## config.mk

```make
export PLATFORM = sky130hd
export DESIGN_NAME = hqm_aw_bindec_buf
export DESIGN_NICKNAME = d
export VERILOG_FILES = /design/src/rtl/hqm_aw_bindec_buf.sv
export SDC_FILE = /design/constraint.sdc
export NUM_CORES = 1
export LEC_CHECK = 0
export BUFFER_PORTS_ARGS = -buffer_cell sky130_fd_sc_hd__buf_4
export CAP_MARGIN = 20
export CORE_AREA = 3 3 40 42
export CTS_BUF_LIST = sky130_fd_sc_hd__clkbuf_8
export DETAILED_ROUTE_END_ITERATION = 8
export DIE_AREA = 0 0 43 45
export PLACE_DENSITY_LB_ADDON = 0.2
export SYNTH_ARGS = -nofsm -noshare
export SYNTH_HDL_FRONTEND = slang
export SYNTH_SLANG_ARGS = --single-unit
```

## constraint.sdc

```tcl
create_clock -name clk -period 1.2 [get_ports clk]
set_input_delay 0.06 -clock clk [delete_from_list [all_inputs] [get_ports clk]]
set_output_delay 0.06 -clock clk [all_outputs]
set_load 0.005 [all_outputs]
```

## src/rtl/hqm_aw_bindec_buf.sv

```systemverilog
// Registered binary-to-one-hot decoder behind a 2-entry skid buffer.
// The index is decoded at acceptance; beats leave in strict FIFO order.
module hqm_aw_bindec_buf #(
  parameter int unsigned WIDTH  = 2,
  parameter int unsigned EWIDTH = $clog2(WIDTH)
) (
  input  logic              clk,
  input  logic              rst,
  input  logic              in_v,
  output logic              in_ready,
  input  logic [EWIDTH-1:0] in_enc,
  input  logic              in_en,
  output logic              out_v,
  input  logic              out_ready,
  output logic [WIDTH-1:0]  out_dec,
  output logic [EWIDTH-1:0] out_enc,
  output logic              err_oor,
  output logic              err_oor_stk
);

  localparam logic [EWIDTH:0] WIDTH_E = (EWIDTH+1)'(WIDTH);

  if (WIDTH < 2) begin : g_width_chk
    $error("hqm_aw_bindec_buf: WIDTH must be greater than 1");
  end

  typedef enum logic [1:0] {
    EMPTY = 2'd0,
    ONE   = 2'd1,
    FULL  = 2'd2
  } state_t;

  state_t            state_q;
  state_t            state_nxt;
  logic              head_q;
  logic              tail_q;
  logic              head_nxt;
  logic              tail_nxt;
  logic [WIDTH-1:0]  dec_mem [2];
  logic [EWIDTH-1:0] enc_mem [2];

  logic              accept_c;
  logic              deliver_c;
  logic              oor_c;
  logic [WIDTH-1:0]  dec_c;
  logic [WIDTH-1:0]  head_dec_c;
  logic [EWIDTH-1:0] head_enc_c;

  assign accept_c  = in_v & in_ready;
  assign deliver_c = out_v & out_ready;

  // Decode of the incoming index; out-of-range indices produce no set bit.
  always_comb begin
    oor_c = ({1'b0, in_enc} >= WIDTH_E);
    dec_c = '0;
    for (int unsigned i = 0; i < WIDTH; i++) begin
      dec_c[i] = in_en & (in_enc == EWIDTH'(i));
    end
  end

  // Occupancy FSM plus pointer and next-head selection.
  always_comb begin
    state_nxt = state_q;
    head_nxt  = head_q;
    tail_nxt  = tail_q;
    unique case (state_q)
      EMPTY: if (accept_c) state_nxt = ONE;
      ONE: begin
        if (accept_c && !deliver_c)      state_nxt = FULL;
        else if (!accept_c && deliver_c) state_nxt = EMPTY;
      end
      FULL:    if (deliver_c) state_nxt = ONE;
      default: state_nxt = EMPTY;
    endcase
    if (accept_c)  tail_nxt = ~tail_q;
    if (deliver_c) head_nxt = ~head_q;
    // A beat written this cycle into the slot that becomes head must be forwarded.
    if (accept_c && (tail_q == head_nxt)) begin
      head_dec_c = dec_c;
      head_enc_c = in_enc;
    end else begin
      head_dec_c = dec_mem[head_nxt];
      head_enc_c = enc_mem[head_nxt];
    end
  end

  always_ff @(posedge clk) begin
    if (rst) begin
      state_q     <= EMPTY;
      head_q      <= 1'b0;
      tail_q      <= 1'b0;
      in_ready    <= 1'b0;
      out_v       <= 1'b0;
      out_dec     <= '0;
      out_enc     <= '0;
      err_oor     <= 1'b0;
      err_oor_stk <= 1'b0;
    end else begin
      state_q     <= state_nxt;
      head_q      <= head_nxt;
      tail_q      <= tail_nxt;
      in_ready    <= (state_nxt != FULL);
      out_v       <= (state_nxt != EMPTY);
      out_dec     <= head_dec_c;
      out_enc     <= head_enc_c;
      err_oor     <= accept_c & oor_c;
      err_oor_stk <= err_oor_stk | (accept_c & oor_c);
    end
  end

  // Storage entries carry no reset; validity comes from the occupancy state.
  always_ff @(posedge clk) begin
    if (accept_c) begin
      dec_mem[tail_q] <= dec_c;
      enc_mem[tail_q] <= in_enc;
    end
  end

endmodule
```

Yosys cells after proc, flatten, opt, wreduce, memory -nomap -nowiden
Memory sizes are Yosys's and may differ from the RTL's. A register that Yosys moved wholly into a read port is not among the register bits.
Cells that the tools add are included.
{ "totals": {"word_cells": 31, "out_inout_bits": 7, "regBits": 6, "romBits": 0, "in_bits": 6, "latchBits": 0, "ramBits": 6, "memories": 2} }
{ "op_classes": {"n_lt_le_gt_ge": 0, "mul": 0, "n_eq_ne": 3, "muxes": 8, "n_bitwise": 7, "shift": 0, "addsub": 0, "div_mod_pow": 0, "n_reduce_logical": 6} }
{ "mem_list": {"columns": ["name", "words", "word_bits", "rd", "rd_ports_with_merged_regs", "write_ports", "line", "source"], "rows": [
  ["dec_mem", 2, 2, 1, 1, 1, "39", "logic [WIDTH-1:0] dec_mem [2];"],
  ["enc_mem", 2, 1, 1, 1, 1, "40", "logic [EWIDTH-1:0] enc_mem [2];"]
]} }
{ "ops": {"columns": ["op", "n"], "rows": [
  ["2-bit two-way mux", 4],
  ["2-bit case mux with 3 select lines", 1],
  ["1-bit AND", 4],
  ["1-bit two-way mux", 3],
  ["1-bit NOT", 3],
  ["2-bit by 1-bit equality test with 1-bit output, second input constant", 1],
  ["2-bit equality test, second input constant", 1],
  ["1-bit logical AND", 2],
  ["1-bit logical NOT", 2],
  ["2-bit logical NOT", 1],
  ["2-bit != test, second input constant", 1],
  ["2-bit nonzero test", 1]
]} }

Depth between registers and ports, before layout
{ "logic_depth": {"depth_word": 7, "ltp_mapped": 4, "mapped_depth_nobuf": 4} }

Worst setup path after synthesis
No wires, ideal clock.
{ "synth_timing": {"path_kind": "register -> register", "start": "register out_v", "end": "register out_dec[1], read port of dec_mem", "period_less_slack_ns": 1.226, "setup_time_ns": 0.125, "required_time_ns": 1.075, "arrival_time_ns": 1.100, "path_stages_with_launch": 5, "path_buffers": 0, "slack_ns": -0.026, "cell_sequence": "dfxtp_1 nand2_2 xor2_1 mux2i_1 a211oi_2"} }
{ "synth_between": {"elab_chain_cells": 2} }
{ "synth_lines": {"columns": ["element", "line", "source"], "rows": [
  ["start: declaration", "13", "output logic out_v,"],
  ["start signal: assignment", "103", "out_v <= (state_nxt != EMPTY);"],
  ["1-bit AND", "50", "assign deliver_c = out_v & out_ready;"],
  ["1-bit two-way mux", "76", "if (deliver_c) head_nxt = ~head_q;"],
  ["end: declaration", "15", "output logic [WIDTH-1:0] out_dec,"]
]} }
No other way between the ends.
A chain may end at the register's enable or synchronous reset.

Worst setup path after layout
{ "layout_timing": {"start": "register head_q", "end": "register out_dec[1], read port of dec_mem"} }
{ "layout_between": {"elab_chain_cells": 2} }
{ "layout_lines": {"columns": ["element", "line", "source"], "rows": [
  ["start: declaration", "35", "logic head_q;"],
  ["start signal: assignment", "100", "head_q <= head_nxt;"],
  ["1-bit NOT", "76", null],
  ["1-bit two-way mux (*)", "76", null]
]} }
Mark *: on every way between the ends. The rest lies on a longest branch, timed or not.

==> flow_summary_export.csv <==
group,metric,value,unit
drt,drc,0,
yosys,syn_avg_cell_area,11.47,um^2
place,place_ws,-0.007521,ns
worst_setup_path,cp_num_buf_inv,0,
timing,period_needed,1.182,ns
clock_network,insertion_delay,0.24,ns
cells_and_area,areaGrowthSynthToFinish,32.32,%
yosys,yosysWarnings,0,
drt,ant_nets,0,
place,dp.final_hpwl,763.4,um
global_routing,gr-total-overflow,0,
timing,drv_slew,0,
power_and_ir_drop,power.total,1163,uW
cells_and_area,antenna_cells,0,
cells_and_area,num-fill-cells,97,
yosys,seq_area_frac_synth,58.18,%
place,port_buffers,10,
clock_network,cts_resized,1,
timing,fmax,845.8,MHz
cells_and_area,multi_input_area,290.3,um^2
worst_setup_path,reg2regPathDepth,4,
clock_network,numCtsBuffers,3,
yosys,yosysMostFrequentCell,"dfxtp_1",
power_and_ir_drop,p_per_area,1419,nW/um^2
clock_network,hold_buffers,0,
hold_path,worstHoldPathType,"in -> reg",
timing,finalSetupViolCount,0,
cells_and_area,seqCellArea,366.6,um^2
worst_setup_path,worstSetupStartpoint,"head_q",
yosys,ys.flop_type,"dfxtp_1",
worst_setup_path,path_class,"reg -> reg",
worst_setup_path,r2r-start,"head_q",
power_and_ir_drop,p_comb_share,14.6,%
worst_setup_path,end_kind,"flop",
yosys,async_flop_share,0,%
hold_path,min-delay-start,"rst",
clock_network,clock-root-buffer,"clkbuf_8",
yosys,yosys.area.top_type,"dfxtp_1",
worst_setup_path,crit_path_cell_trace,"xor2_4, xnor2_2, or2_4, a211oi_2",
drt,routed_wl,1.046,mm
timing,finalCritPeriodShare,98.52,%
yosys,netlist_area,619.3,um^2
die,die_h,45,um
global_routing,grt_pass1_wl,1.856,mm
yosys,synthCells,54,
global_routing,grt_pass1_vias,407,
die,row_count,13,
worst_setup_path,cp-start-kind,"flop",
worst_setup_path,crit_required,1.37,ns
drt,first_iter_violations,7,
run,max-cap-violations,0,
yosys,synthTopCellsByCount,"9 x dfxtp_1, 6 x edfxtp_1, 4 x a21oi_1, 4 x nor2_1",
worst_setup_path,crit_family,"flip-flops",
drt,via_per_inst,4.893,
global_routing,grt.total_usage,13.11,%
place,place_inst,80,
power_and_ir_drop,p_sw,276.7,uW
timing,hold_viol,0,
die,core,1285,um^2
worst_setup_path,worstPathMaxFanout,4,
timing,fin_setup_tns,0,ns
drt,detailedRoute.firstPassIterationCount,2,
cells_and_area,instances_no_fill,84,
power_and_ir_drop,seq_power_share,50.7,%
worst_setup_path,cpMaxStageDelayCell,"dfxtp_4",
worst_setup_path,cp_data_arrival_time,1.35,ns
yosys,netlist.area_leader.share,29.09,%
power_and_ir_drop,intPower,886.2,uW
global_routing,antenna_found_initial,0,
worst_setup_path,path_depth,4,
clock_network,htreeDepth,1,
yosys,synth_edf_count,6,
power_and_ir_drop,p_leak,0.0003628,uW
drt,detailroute.via_count,411,
worst_setup_path,critPathMaxStageDelay,0.38,ns
cells_and_area,final_layout_size_suffix_gt1_share,39.13,%
global_routing,grt_max_degree,10,
timing,fin_worst_skew,0.001612,ns
hold_path,worstHoldPathCells,2,
clock_network,cts_sinks,15,
clock_network,cts_buffer_depth,2,
clock_network,cts_setup_buffers,0,
cells_and_area,fin_nets,76,
power_and_ir_drop,p_sw_share,23.79,%
clock_network,cts_tree,"built",
die,die_area,1935,um^2
timing,setup_ws,0.01776,ns
clock_network,clkTransAtPathRegs,0.06,ns
timing,rsz0062_at_grt,"true",
die,dieWidth,43,um
power_and_ir_drop,ir_drop,1.123,mV
power_and_ir_drop,pwr-share-clk,34.7,%
die,ios,13,
place,gp_congestion,0.6988,
yosys,synth_cell_types,26,
yosys,ys_top_cells_by_area,"dfxtp_1 29%, edfxtp_1 29%, mux2i_1 4.8%",
die,start_util,48.20,%
yosys,ys_ff_latch,15,
run_status,status,"complete, no violations",
drt,drt-wirelength-per-cell,12.45,um
==> routing by layer <==
layer  share of wire (%)  track usage [%]
met1                  49            16.41
met2                  44            20.36
met3                 5.6            5.179
met4                0.96            5.422
met5                   0                0
==> stage by stage <==
step / utilization [%] / hold slack (ns) / instance area [um^2]
after floorplan: - / 0.1246 / 630.6
after global placement: 56.38 / 0.2776 / 724.4
after detailed placement: 56.38 / 0.2722 / 724.4
after CTS: 60.08 / 0.01753 / 772.0
after global routing: 63.78 / 0.01736 / 819.5
final: 63.78 / 0.01861 / 819.5
==> power groups by stage <==
| stage | logic (uW) | registers, uW | clock network, uW |
|---|---|---|---|
| floorplan | 92.0 | 593 | 0 |
| global placement | 153 | 592 | 0 |
| detailed placement | 154 | 591 | 0 |
| CTS | 156 | 582 | 400 |
| global route | 190 | 592 | 435 |
| finish | 170 | 589 | 404 |
==> worst reg2reg max path, stage by stage (launching register included) <==
cell,delay [ns]
dfxtp_4,0.38
xor2_4,0.16
xnor2_2,0.16
or2_4,0.25
a211oi_2,0.16
==> layout make-up <==
class,count,share of cell area (%)
clock buffer,3,5.038
clock inverter,1,0.6107
inverter,2,0.9160
multi-input combinational,36,35.42
sequential,15,44.73
tap,15,2.290
timing repair buffer,12,10.99
==> worst paths after layout <==
check,end,slack (ns)
setup / recovery,out_dec[1],0.02
hold / removal,head_q,0.02
setup reg to reg,out_dec[1],0.02
hold reg to reg,out_dec[0],0.55
==> cells by family after synthesis <==
kind of cell              share of synthesized area, %
xor gates and xnor gates                         5.658
AOI/OAI and AO/OA                                11.52
buffers and inverters                            3.636
muxes                                            4.849
other                                           0.6055
DFF                                              58.18
and+or+nand+nor                                  15.56
==> sequential cells by signal, summed over array words and instances, names as in the netlist <==
register / cells
dec_mem: 4
out_v: 1
tail_q: 1
state_q: 2
head_q: 1
enc_mem: 2
out_dec: 2
out_enc: 1
in_ready: 1
==> layout by cell type (no fill, tap or decap) <==
master     n
a211oi_1   1
a211oi_2   1
a21o_1     1
a21oi_1    4
and2_2     1
and3_1     1
buf_4     12
clkbuf_8   3
clkinv_2   1
conb_1     2
dfxtp_1    6
dfxtp_2    2
dfxtp_4    1
edfxtp_1   6
inv_1      2
mux2i_1    3
nand2_1    2
nand2_2    1
nand2_4    1
nand2b_1   1
nand3_1    1
nand4b_1   1
nor2_1     4
nor2b_1    1
nor3_1     1
nor3b_1    1
o31a_1     1
o31ai_1    2
or2_4      1
xnor2_2    1
xor2_1     1
xor2_4     2
(Power assumes the default switching activity.)
